===== src/rtl/painterengine_gpu_fill_source_if.sv =====
// Pixel stream link between the fill source and the DMA writer channel.
//   o_wire_data        FIFO head pixel (0 when empty)
//   o_wire_data_valid  FIFO non-empty
//   i_wire_data_next   consumer accepts the head this cycle (combinational strobe)
// master = pixel source, slave = consumer.
interface painterengine_gpu_fill_source_if;
  logic [31:0] o_wire_data;
  logic        o_wire_data_valid;
  logic        i_wire_data_next;

  modport master (output o_wire_data, output o_wire_data_valid, input i_wire_data_next);
  modport slave  (input o_wire_data, input o_wire_data_valid, output i_wire_data_next);
endinterface


===== src/rtl/painterengine_gpu_fill_source.sv =====
// Pixel stream generator feeding one GPU DMA writer channel.
// Generates i_wire_length pixels, either a solid colour or a per-row horizontal
// gradient (four independent 8-bit channels, no carry between bytes), buffers
// them in a small FIFO and presents them on a valid/next stream.
// Ports:
//   i_wire_clock, i_wire_resetn   clock, asynchronous active-low reset
//   i_wire_start, i_wire_abort    job start pulse, synchronous abort
//   i_wire_mode/color/step/width/length  job parameters, latched on start
//   pix_if                        pixel stream (data, valid, next)
//   o_wire_busy/done/error        RUN|DRAIN / DONE / ERROR state flags
//   o_wire_error_type             0 ok, 1 zero length, 2 zero width, 3 next while empty
module painterengine_gpu_fill_source #(
  parameter int PARAM_FIFO_DEPTH = 8,
  parameter int PARAM_FIFO_AW    = 3
) (
  input  logic        i_wire_clock,
  input  logic        i_wire_resetn,
  input  logic        i_wire_start,
  input  logic        i_wire_abort,
  input  logic        i_wire_mode,
  input  logic [31:0] i_wire_color,
  input  logic [31:0] i_wire_step,
  input  logic [15:0] i_wire_width,
  input  logic [31:0] i_wire_length,
  painterengine_gpu_fill_source_if.master pix_if,
  output logic        o_wire_busy,
  output logic        o_wire_done,
  output logic        o_wire_error,
  output logic [1:0]  o_wire_error_type
);

  localparam int AW = PARAM_FIFO_AW;

  typedef enum logic [2:0] {S_IDLE, S_RUN, S_DRAIN, S_DONE, S_ERROR} state_t;

  state_t          state_q, state_d;
  logic [1:0]      etype_q, etype_d;
  logic            busy_q, done_q, error_q;

  logic            mode_q;
  logic [3:0][7:0] color_q, step_q, acc_q, acc_inc;
  logic [15:0]     width_q, col_q;
  logic [31:0]     len_q, gen_q, pop_cnt_q;

  logic [AW:0]     wptr_q, rptr_q;
  logic [31:0]     mem_q [PARAM_FIFO_DEPTH];

  logic            empty, full, active, idle_or_done, start_ok, misuse, push, pop;
  logic [31:0]     pix;

  always_comb begin
    empty        = (wptr_q == rptr_q);
    // extra pointer bit distinguishes full from empty when indices match
    full         = (wptr_q[AW] != rptr_q[AW]) && (wptr_q[AW-1:0] == rptr_q[AW-1:0]);
    active       = (state_q == S_RUN) || (state_q == S_DRAIN);
    idle_or_done = (state_q == S_IDLE) || (state_q == S_DONE);
    start_ok     = idle_or_done && i_wire_start && !i_wire_abort;
    misuse       = active && pix_if.i_wire_data_next && empty;
    // push decision uses occupancy at cycle start: no bypass when full
    push         = (state_q == S_RUN) && !full && !misuse && !i_wire_abort;
    pop          = pix_if.i_wire_data_next && !empty && !i_wire_abort;
    pix          = mode_q ? acc_q : color_q;
    for (int k = 0; k < 4; k++) acc_inc[k] = acc_q[k] + step_q[k];
  end

  always_comb begin
    state_d = state_q;
    etype_d = etype_q;
    if (i_wire_abort) begin
      state_d = S_IDLE;
      etype_d = 2'd0;
    end else begin
      case (state_q)
        S_IDLE, S_DONE: if (i_wire_start) begin
          if (i_wire_length == 32'd0) begin
            state_d = S_ERROR;
            etype_d = 2'd1;
          end else if (i_wire_mode && (i_wire_width == 16'd0)) begin
            state_d = S_ERROR;
            etype_d = 2'd2;
          end else begin
            state_d = S_RUN;
            etype_d = 2'd0;
          end
        end
        S_RUN: begin
          if (misuse) begin
            state_d = S_ERROR;
            etype_d = 2'd3;
          end else if (push && (gen_q + 32'd1 == len_q)) state_d = S_DRAIN;
        end
        S_DRAIN: begin
          if (misuse) begin
            state_d = S_ERROR;
            etype_d = 2'd3;
          end else if (pop && (pop_cnt_q + 32'd1 == len_q)) state_d = S_DONE;
        end
        default: ;
      endcase
    end
  end

  always_ff @(posedge i_wire_clock or negedge i_wire_resetn) begin
    if (!i_wire_resetn) begin
      state_q   <= S_IDLE;
      etype_q   <= 2'd0;
      busy_q    <= 1'b0;
      done_q    <= 1'b0;
      error_q   <= 1'b0;
      mode_q    <= 1'b0;
      color_q   <= '0;
      step_q    <= '0;
      acc_q     <= '0;
      width_q   <= '0;
      col_q     <= '0;
      len_q     <= '0;
      gen_q     <= '0;
      pop_cnt_q <= '0;
      wptr_q    <= '0;
      rptr_q    <= '0;
    end else begin
      state_q <= state_d;
      etype_q <= etype_d;
      busy_q  <= (state_d == S_RUN) || (state_d == S_DRAIN);
      done_q  <= (state_d == S_DONE);
      error_q <= (state_d == S_ERROR);

      if (start_ok) begin
        mode_q  <= i_wire_mode;
        color_q <= i_wire_color;
        step_q  <= i_wire_step;
        width_q <= i_wire_width;
        len_q   <= i_wire_length;
      end

      if (i_wire_abort || (state_d == S_ERROR)) begin
        wptr_q    <= '0;
        rptr_q    <= '0;
        gen_q     <= '0;
        pop_cnt_q <= '0;
        col_q     <= '0;
      end else begin
        if (start_ok) begin
          gen_q     <= '0;
          pop_cnt_q <= '0;
          col_q     <= '0;
          acc_q     <= i_wire_color;
        end
        if (push) begin
          wptr_q <= wptr_q + 1'b1;
          gen_q  <= gen_q + 32'd1;
          // row wrap restarts the gradient from the base colour
          if (col_q == width_q - 16'd1) begin
            col_q <= '0;
            acc_q <= color_q;
          end else begin
            col_q <= col_q + 16'd1;
            acc_q <= acc_inc;
          end
        end
        if (pop) begin
          rptr_q    <= rptr_q + 1'b1;
          pop_cnt_q <= pop_cnt_q + 32'd1;
        end
      end
    end
  end

  // storage needs no reset: reads are masked while the FIFO is empty
  always_ff @(posedge i_wire_clock) begin
    if (push) mem_q[wptr_q[AW-1:0]] <= pix;
  end

  assign pix_if.o_wire_data       = empty ? 32'd0 : mem_q[rptr_q[AW-1:0]];
  assign pix_if.o_wire_data_valid = !empty;
  assign o_wire_busy              = busy_q;
  assign o_wire_done              = done_q;
  assign o_wire_error             = error_q;
  assign o_wire_error_type        = etype_q;

endmodule


===== src/flat_wrapper.sv =====
// flat-port wrapper written by rule: the top's interface ports become plain ports
module painterengine_gpu_fill_source_flat 
#(
  parameter int PARAM_FIFO_DEPTH = 8,
  parameter int PARAM_FIFO_AW    = 3
)
  (i_wire_clock, i_wire_resetn, i_wire_start, i_wire_abort, i_wire_mode, i_wire_color, i_wire_step, i_wire_width, i_wire_length, o_wire_busy, o_wire_done, o_wire_error, o_wire_error_type, pix_if_o_wire_data, pix_if_o_wire_data_valid, pix_if_i_wire_data_next);
  painterengine_gpu_fill_source_if pix_if_i ();
  input  logic i_wire_clock;
  input  logic i_wire_resetn;
  input  logic i_wire_start;
  input  logic i_wire_abort;
  input  logic i_wire_mode;
  input  logic [31:0] i_wire_color;
  input  logic [31:0] i_wire_step;
  input  logic [15:0] i_wire_width;
  input  logic [31:0] i_wire_length;
  output logic o_wire_busy;
  output logic o_wire_done;
  output logic o_wire_error;
  output logic [1:0] o_wire_error_type;
  output wire logic [$bits(pix_if_i.o_wire_data)-1:0] pix_if_o_wire_data;
  output wire logic [$bits(pix_if_i.o_wire_data_valid)-1:0] pix_if_o_wire_data_valid;
  input wire logic [$bits(pix_if_i.i_wire_data_next)-1:0] pix_if_i_wire_data_next;
  assign pix_if_o_wire_data = pix_if_i.o_wire_data;
  assign pix_if_o_wire_data_valid = pix_if_i.o_wire_data_valid;
  assign pix_if_i.i_wire_data_next = pix_if_i_wire_data_next;
  painterengine_gpu_fill_source #(.PARAM_FIFO_DEPTH(PARAM_FIFO_DEPTH), .PARAM_FIFO_AW(PARAM_FIFO_AW)) u_core (.i_wire_clock(i_wire_clock), .i_wire_resetn(i_wire_resetn), .i_wire_start(i_wire_start), .i_wire_abort(i_wire_abort), .i_wire_mode(i_wire_mode), .i_wire_color(i_wire_color), .i_wire_step(i_wire_step), .i_wire_width(i_wire_width), .i_wire_length(i_wire_length), .pix_if(pix_if_i), .o_wire_busy(o_wire_busy), .o_wire_done(o_wire_done), .o_wire_error(o_wire_error), .o_wire_error_type(o_wire_error_type));
endmodule

===== config.mk =====
export PLATFORM = sky130hd
export DESIGN_NAME = painterengine_gpu_fill_source_flat
export DESIGN_NICKNAME = d
export VERILOG_FILES = /design/src/rtl/painterengine_gpu_fill_source_if.sv /design/src/rtl/painterengine_gpu_fill_source.sv /design/src/flat_wrapper.sv
export SDC_FILE = /design/constraint.sdc
export NUM_CORES = 1
export LEC_CHECK = 0
export CORE_MARGIN = 4
export CORE_UTILIZATION = 60
export CTS_BUF_LIST = sky130_fd_sc_hd__clkbuf_8
export CTS_CLUSTER_DIAMETER = 120
export DETAILED_ROUTE_END_ITERATION = 7
export HOLD_SLACK_MARGIN = 0.15
export PLACE_DENSITY = 0.88
export SKIP_LAST_GASP = 1
export SLEW_MARGIN = 5
export SYNTH_ARGS = -nofsm -noshare
export SYNTH_HDL_FRONTEND = slang
export SYNTH_SLANG_ARGS = --single-unit

===== constraint.sdc =====
create_clock -name i_wire_clock -period 6.5 [get_ports i_wire_clock]
set_input_delay 1.95 -clock i_wire_clock [delete_from_list [all_inputs] [get_ports i_wire_clock]]
set_output_delay 1.95 -clock i_wire_clock [all_outputs]
set_load 0.01 [all_outputs]

==> impl_metrics.tcl, run 1 <==
set metrics [dict create \
    power_density_nw_per_um2 290.0 \
    yosys.cell_types.count 74 \
    cts_max_level 3 \
    grt_pass1_vias 17910 \
    synth_area_leaders "edfxtp_1, dfrtp_1, mux2_2" \
    dp.cells 2648 \
    cts_hold_buf 0 \
    vdd_drop_max_mv 0.1885 \
    drv_cap 0 \
    cp-end-kind "output port" \
    drive_gt1_share_pct 16.62 \
    fmax_mhz 183.2 \
    core_um2 40920 \
    drt_iter0_markers 1978 \
    slew_headroom_pct 13.05 \
    drc 0 \
    cts_setup_buffers 0 \
    fin_crit_ps 5458 \
    fp.dieArea_um2 44760 \
    die_h_um 211.6 \
    p_leak_nw 10.37 \
    track_usage_pct 28.46 \
    firstDrtPassIters 6 \
    numCtsBuffers 77 \
    cts_resized 0 \
    ys_ff_latch 497 \
    postRouteAntennaNets 0 \
    yosys_warnings 0 \
    hold_viol 0 \
    final_area_um2 28310 \
    grt_pass1_wl_mm 100.8 \
    instances_no_fill 2783 \
    synth.largest_area_cell "edfxtp_1" \
    antenna_found_initial 3 \
    start_kind "flip-flop" \
    netlist.area_leader.share_pct 30.92 \
    cts_tree "yes" \
    gp_congestion 0.9061 \
    final_nets 2351 \
    async_flop_share_pct 48.49 \
    yosysSeqAreaShare_pct 55.17 \
    required_ps 4550 \
    critPathKind "reg2out" \
    die_w_um 211.6 \
    critPathArrivalTime_ps 3510 \
    cts.clk_slew.worst_paths_ps 70 \
    power_mw 8.211 \
    start_util_pct 60.76 \
    place_area_um2 26820 \
    clock_skew_ps 36.28 \
    status "finished clean" \
    gr-total-overflow 0 \
    netlist_instances 2067 \
    synth_nets 2223 \
    tightest_slew_ps 1291 \
    clk-insertion-delay-late_ps 640 \
    report.final.slew_viol_count 0 \
    post-route-period-util_pct 83.97 \
    final_core_util_pct 69.18 \
    synth_ff_type "edfxtp_1" \
    rsz0062_at_grt "false" \
    routed_via_density 6.451 \
    clock_sinks 497 \
    routed_wl_mm 63.86 \
    ios 156 \
    setup_viol 0 \
    syn-cell-area_um2 24870 \
    portBuffers 155 \
    syn2layout_area_growth_pct 13.86 \
    synth_edf_count 256 \
    root_buffer "clkbuf_8" \
    hpwlAfterDp_mm 41.27 \
    num_rows 74 \
    clockBufferDepth 3 \
    grt_max_degree 140 \
    wl_per_cell_um 22.94 \
    synth_top_cells_by_count "edfxtp_1, dfrtp_1, o21ai_0" \
    hold_class "reg2reg" \
    fin_setup_tns_ps 0 \
    critPathMaxFanout 43 \
    vias 17950 \
    synth_most_common_cell "edfxtp_1" \
    syn_avg_cell_area_um2 12.03 \
]
cells by family (layout without fill, tap and decap cells):
family	Yosys count	in the layout	synth area share, %
xor+xnor	146	146	5.143
fa+ha+maj	38	38	2.033
compound gates	396	396	9.455
mux	239	239	13.51
flops	497	497	55.17
simple gates	575	575	11.68
other cells	0	1	0
buf+inv	176	359	3.004
worst max-delay path, stage by stage, from the launching register on:
cell	delay, ps
dfrtp_2	770
buf_4	640
mux4_2	450
mux2i_1	410
nor2_1	80
clkdlybuf4s50_1	490
layout make-up:
cell class,instances,area [um2]
antenna,1,2.502
clock buffer,85,1170
clock inverter,49,314.1
fill,2668,12610
inverter,40,150.1
multi-input combinational,1394,10490
sequential,497,13720
tap,532,665.6
timing repair buffer,185,1794
power by group:
part	switching, mW	internal [mW]
Combinational	0.910	0.725
Clock	1.24	1.33
Sequential	0.292	3.72
Total	2.44	5.77
stage by stage:
stage	setup WS, ps	hold slack [ps]
2_1_floorplan	143.4	470.1
3_3_place_gp	1425	484.5
3_5_place_dp	1330	499.6
4_1_cts	1014	511.9
5_1_grt	944.7	531.3
6_report	1042	511.7
sequential cells by signal, indices dropped and copies added (netlist names):
register                  cells
u_core.step_q                32
u_core.pop_cnt_q             32
u_core.width_q               16
u_core.o_wire_done            1
u_core.len_q                 32
u_core.state_q                3
u_core.mode_q                 1
u_core.o_wire_error           1
u_core.gen_q                 32
u_core.color_q               32
u_core.col_q                 16
u_core.acc_q                 32
u_core.wptr_q                 4
u_core.mem_q                256
u_core.o_wire_busy            1
u_core.rptr_q                 4
u_core.o_wire_error_type      2
cells in the final DEF, fill, tap and decap left out, drive strengths merged, types with 5 or more instances in the layout:
master	n
edfxtp	256
dfrtp	241
o21ai	174
clkdlybuf4s50	154
nand2	148
nor2	148
mux2	133
xnor2	94
a21oi	90
clkbuf	85
inv	67
mux4	64
xor2	52
nor3	52
mux2i	42
nand3	40
nor4	39
a211oi	35
ha	34
nand4	33
buf	31
and3	20
nor2b	18
clkinv	18
a31oi	16
nand2b	14
and2	14
o31ai	13
or3	13
a21o	11
and4	10
o21bai	8
o22ai	7
nor3b	7
o211ai	6
or4	6
a41oi	5
a22o	5
nor4b	5
path summary, 6_finish.rpt:
check                                          to  cells after the start         startpoint  slack [ps]
setup / recovery           pix_if_o_wire_data[30]                      5   u_core.rptr_q[1]        1040
hold / removal                   u_core.gen_q[31]                      1   u_core.gen_q[31]         510
setup reg to reg                  u_core.col_q[0]                      9  u_core.width_q[2]        2410
hold reg to reg                  u_core.gen_q[31]                      1   u_core.gen_q[31]         510
max in group asynchronous         u_core.len_q[3]                      2      i_wire_resetn        3830
min in group asynchronous      u_core.width_q[15]                      1      i_wire_resetn        1340
layer usage:
layer | vias up | share of wire, % | track usage [%] | wire length (um)
met1 | 8917 | 41 | 42.08 | 26050
met3 | 159 | 9.5 | 4.846 | 6045
met5 | - | 0.042 | 0 | 27
met2 | 953 | 47 | 44.00 | 29960
met4 | 4 | 2.8 | 8.685 | 1766
li1 | 7919 | - | - | -
(Power assumes the default switching activity.)
==> inputs of run 2 (changes only) <==
- CORE_UTILIZATION: 60 -> 56
- PLACE_DENSITY: 0.88 -> 0.86
- clock period: 6.5 -> 4.65 ns (I/O delays scaled with it)
==> run 2 against run 1 <==
  * First-iteration DRC count decreased by 9.3%
  * Via count about the same
  * Clock power increased by 53%
  * Clock skew about the same
  * Combinational power increased by 41%
  * Global-route usage decreased by 0.73 points
  * Sequential power increased by 40%
  * Wire length increased by 2.7%
  * Critical endpoint is now pix_if_o_wire_data[19]
==> impl_metrics.tcl, run 2 (synthesized netlist as in run 1, its figures left out) <==
set metrics [dict create \
    portBuffers 155 \
    report.final.slew_viol_count 0 \
    num_rows 76 \
    path_cells "xor2_1 -> nor4b_4 -> buf_4 -> nor2_1 -> clkdlybuf4s50_1" \
    drive_gt1_share_pct 17.58 \
    routed_wl_mm 65.55 \
    instances_no_fill 2858 \
    critPathArrivalTime_ps 3080 \
    cts_setup_buffers 0 \
    die_w_um 218.7 \
    ios 156 \
    cp-end-kind "output port" \
    post-route-period-util_pct 96.15 \
    fp.dieArea_um2 47840 \
    routed_via_density 6.279 \
    final_core_util_pct 66.31 \
    layout_common_cells "edfxtp_1, dfrtp_1, o21ai_0" \
    slew_headroom_pct 17.10 \
    cts_max_level 3 \
    status "finished clean" \
    critPathKind "reg2out" \
    hold_class "reg2reg" \
    cts_tree "yes" \
    hpwlAfterDp_mm 43.19 \
    hold_viol 0 \
    highest_layer "met5" \
    largest_reg_flops 256 \
    drt_iter0_markers 1794 \
    die_h_um 218.7 \
    fmax_mhz 223.7 \
    drc 0 \
    dp.cells 2715 \
    final_nets 2368 \
    cts.clk_slew.worst_paths_ps 60 \
    gp_congestion 0.9383 \
    fin_crit_ps 4471 \
    grt_pass1_wl_mm 103.7 \
    wl_met1_mm 26.60 \
    grt_pass1_vias 18140 \
    start_kind "flip-flop" \
    power_mw 11.83 \
    track_usage_pct 27.72 \
    start_util_pct 57.22 \
    grt_max_degree 93 \
    antenna_found_initial 4 \
    required_ps 3250 \
    root_buffer "clkbuf_8" \
    clk-insertion-delay-late_ps 660 \
    syn2layout_area_growth_pct 15.89 \
    layout_commonest_cell "edfxtp_1" \
    rsz0062_at_grt "false" \
    clockBufferDepth 3 \
    postRouteAntennaNets 0 \
    wl_met2_mm 30.90 \
    setup_viol 0 \
    wl_met3_mm 6.009 \
    critPathSlowestCell "dfrtp_1" \
    fin_setup_tns_ps 0 \
    core_um2 43460 \
    p_leak_nw 10.51 \
    clock_sinks 497 \
    slowest_delay_ps 700 \
    tightest_slew_ps 1230 \
    fill_cells 2986 \
    gr-total-overflow 0 \
    wl_per_cell_um 22.94 \
    clock_skew_ps 36.09 \
    drv_cap 0 \
    vdd_drop_max_mv 0.2682 \
    firstDrtPassIters 6 \
    vias 17950 \
    numCtsBuffers 80 \
    power_density_nw_per_um2 410.6 \
    critPathMaxFanout 17 \
]
## run 2: changes by cell type in the layout (fill, tap and decap cells not counted), moves of 2 or more
cell | before | now
diode_2 | 1 | 3
buf_12 | 1 | 11
nor3_2 | 7 | 4
clkinvlp_4 | 1 | 5
nor3_4 | 0 | 3
clkbuf_8 | 85 | 88
nor3b_4 | 0 | 2
buf_4 | 29 | 33
bufinv_16 | 3 | 6
nor3b_2 | 2 | 0
inv_1 | 64 | 59
## run 2: stage by stage
stage	hold WS, ps	area (um2)	setup slack [ps]
global placement	490.7	27170	409.0
CTS	514.4	28810	65.82
global route	540.2	28810	12.25
detailed placement	497.4	27170	344.9
floorplan	470.1	24900	111.6
finish	519.2	28820	179.2
## run 2: worst max-delay path: cells and delay by family, from the launching register on
family,cells,cell delay (ps)
XOR/XNOR,1,230
flip-flops,1,700
buffers and inverters,2,870
AND/OR/NAND/NOR,2,620
## run 2: final timing paths
path                                        start  slack [ps]                      to  cells after the start
worst max-delay path             u_core.wptr_q[2]         180  pix_if_o_wire_data[19]                      5
worst min-delay path              u_core.acc_q[2]         520         u_core.acc_q[2]                      2
worst max register to register  u_core.width_q[2]         870         u_core.acc_q[8]                     10
worst min register to register    u_core.acc_q[2]         520         u_core.acc_q[2]                      2
max in group asynchronous           i_wire_resetn        2980        u_core.acc_q[26]                      2
min in group asynchronous           i_wire_resetn         780        u_core.gen_q[15]                      1
## run 2: metal layers
layer / vias to the layer above / global-route usage [%]
met5: - / 0
met4: 2 / 9.964
met3: 153 / 5.478
met2: 869 / 43.20
met1: 8967 / 39.28
li1: 7954 / -
## run 2: area by class of cell
class	count	area (um2)	area share [%]
tap	585	732.0	2.540
clock inverter	52	430.4	1.494
multi-input combinational	1394	10540	36.56
antenna	3	7.507	0.02605
sequential	497	13730	47.63
clock buffer	88	1211	4.203
timing repair buffer	199	2024	7.025
inverter	40	150.1	0.5210
## run 2: power breakdown
group	internal [mW]	switching, mW	total [mW]
combinational	1.03	1.28	2.31
sequential	5.20	0.409	5.61
clock	2.10	1.82	3.92
total	8.33	3.50	11.8
## run 2: what timing repair did
item | in CTS | in global routing
resized for setup | 0 | 1
setup endpoints to repair | 0 | 6
hold buffers | 0 | 0
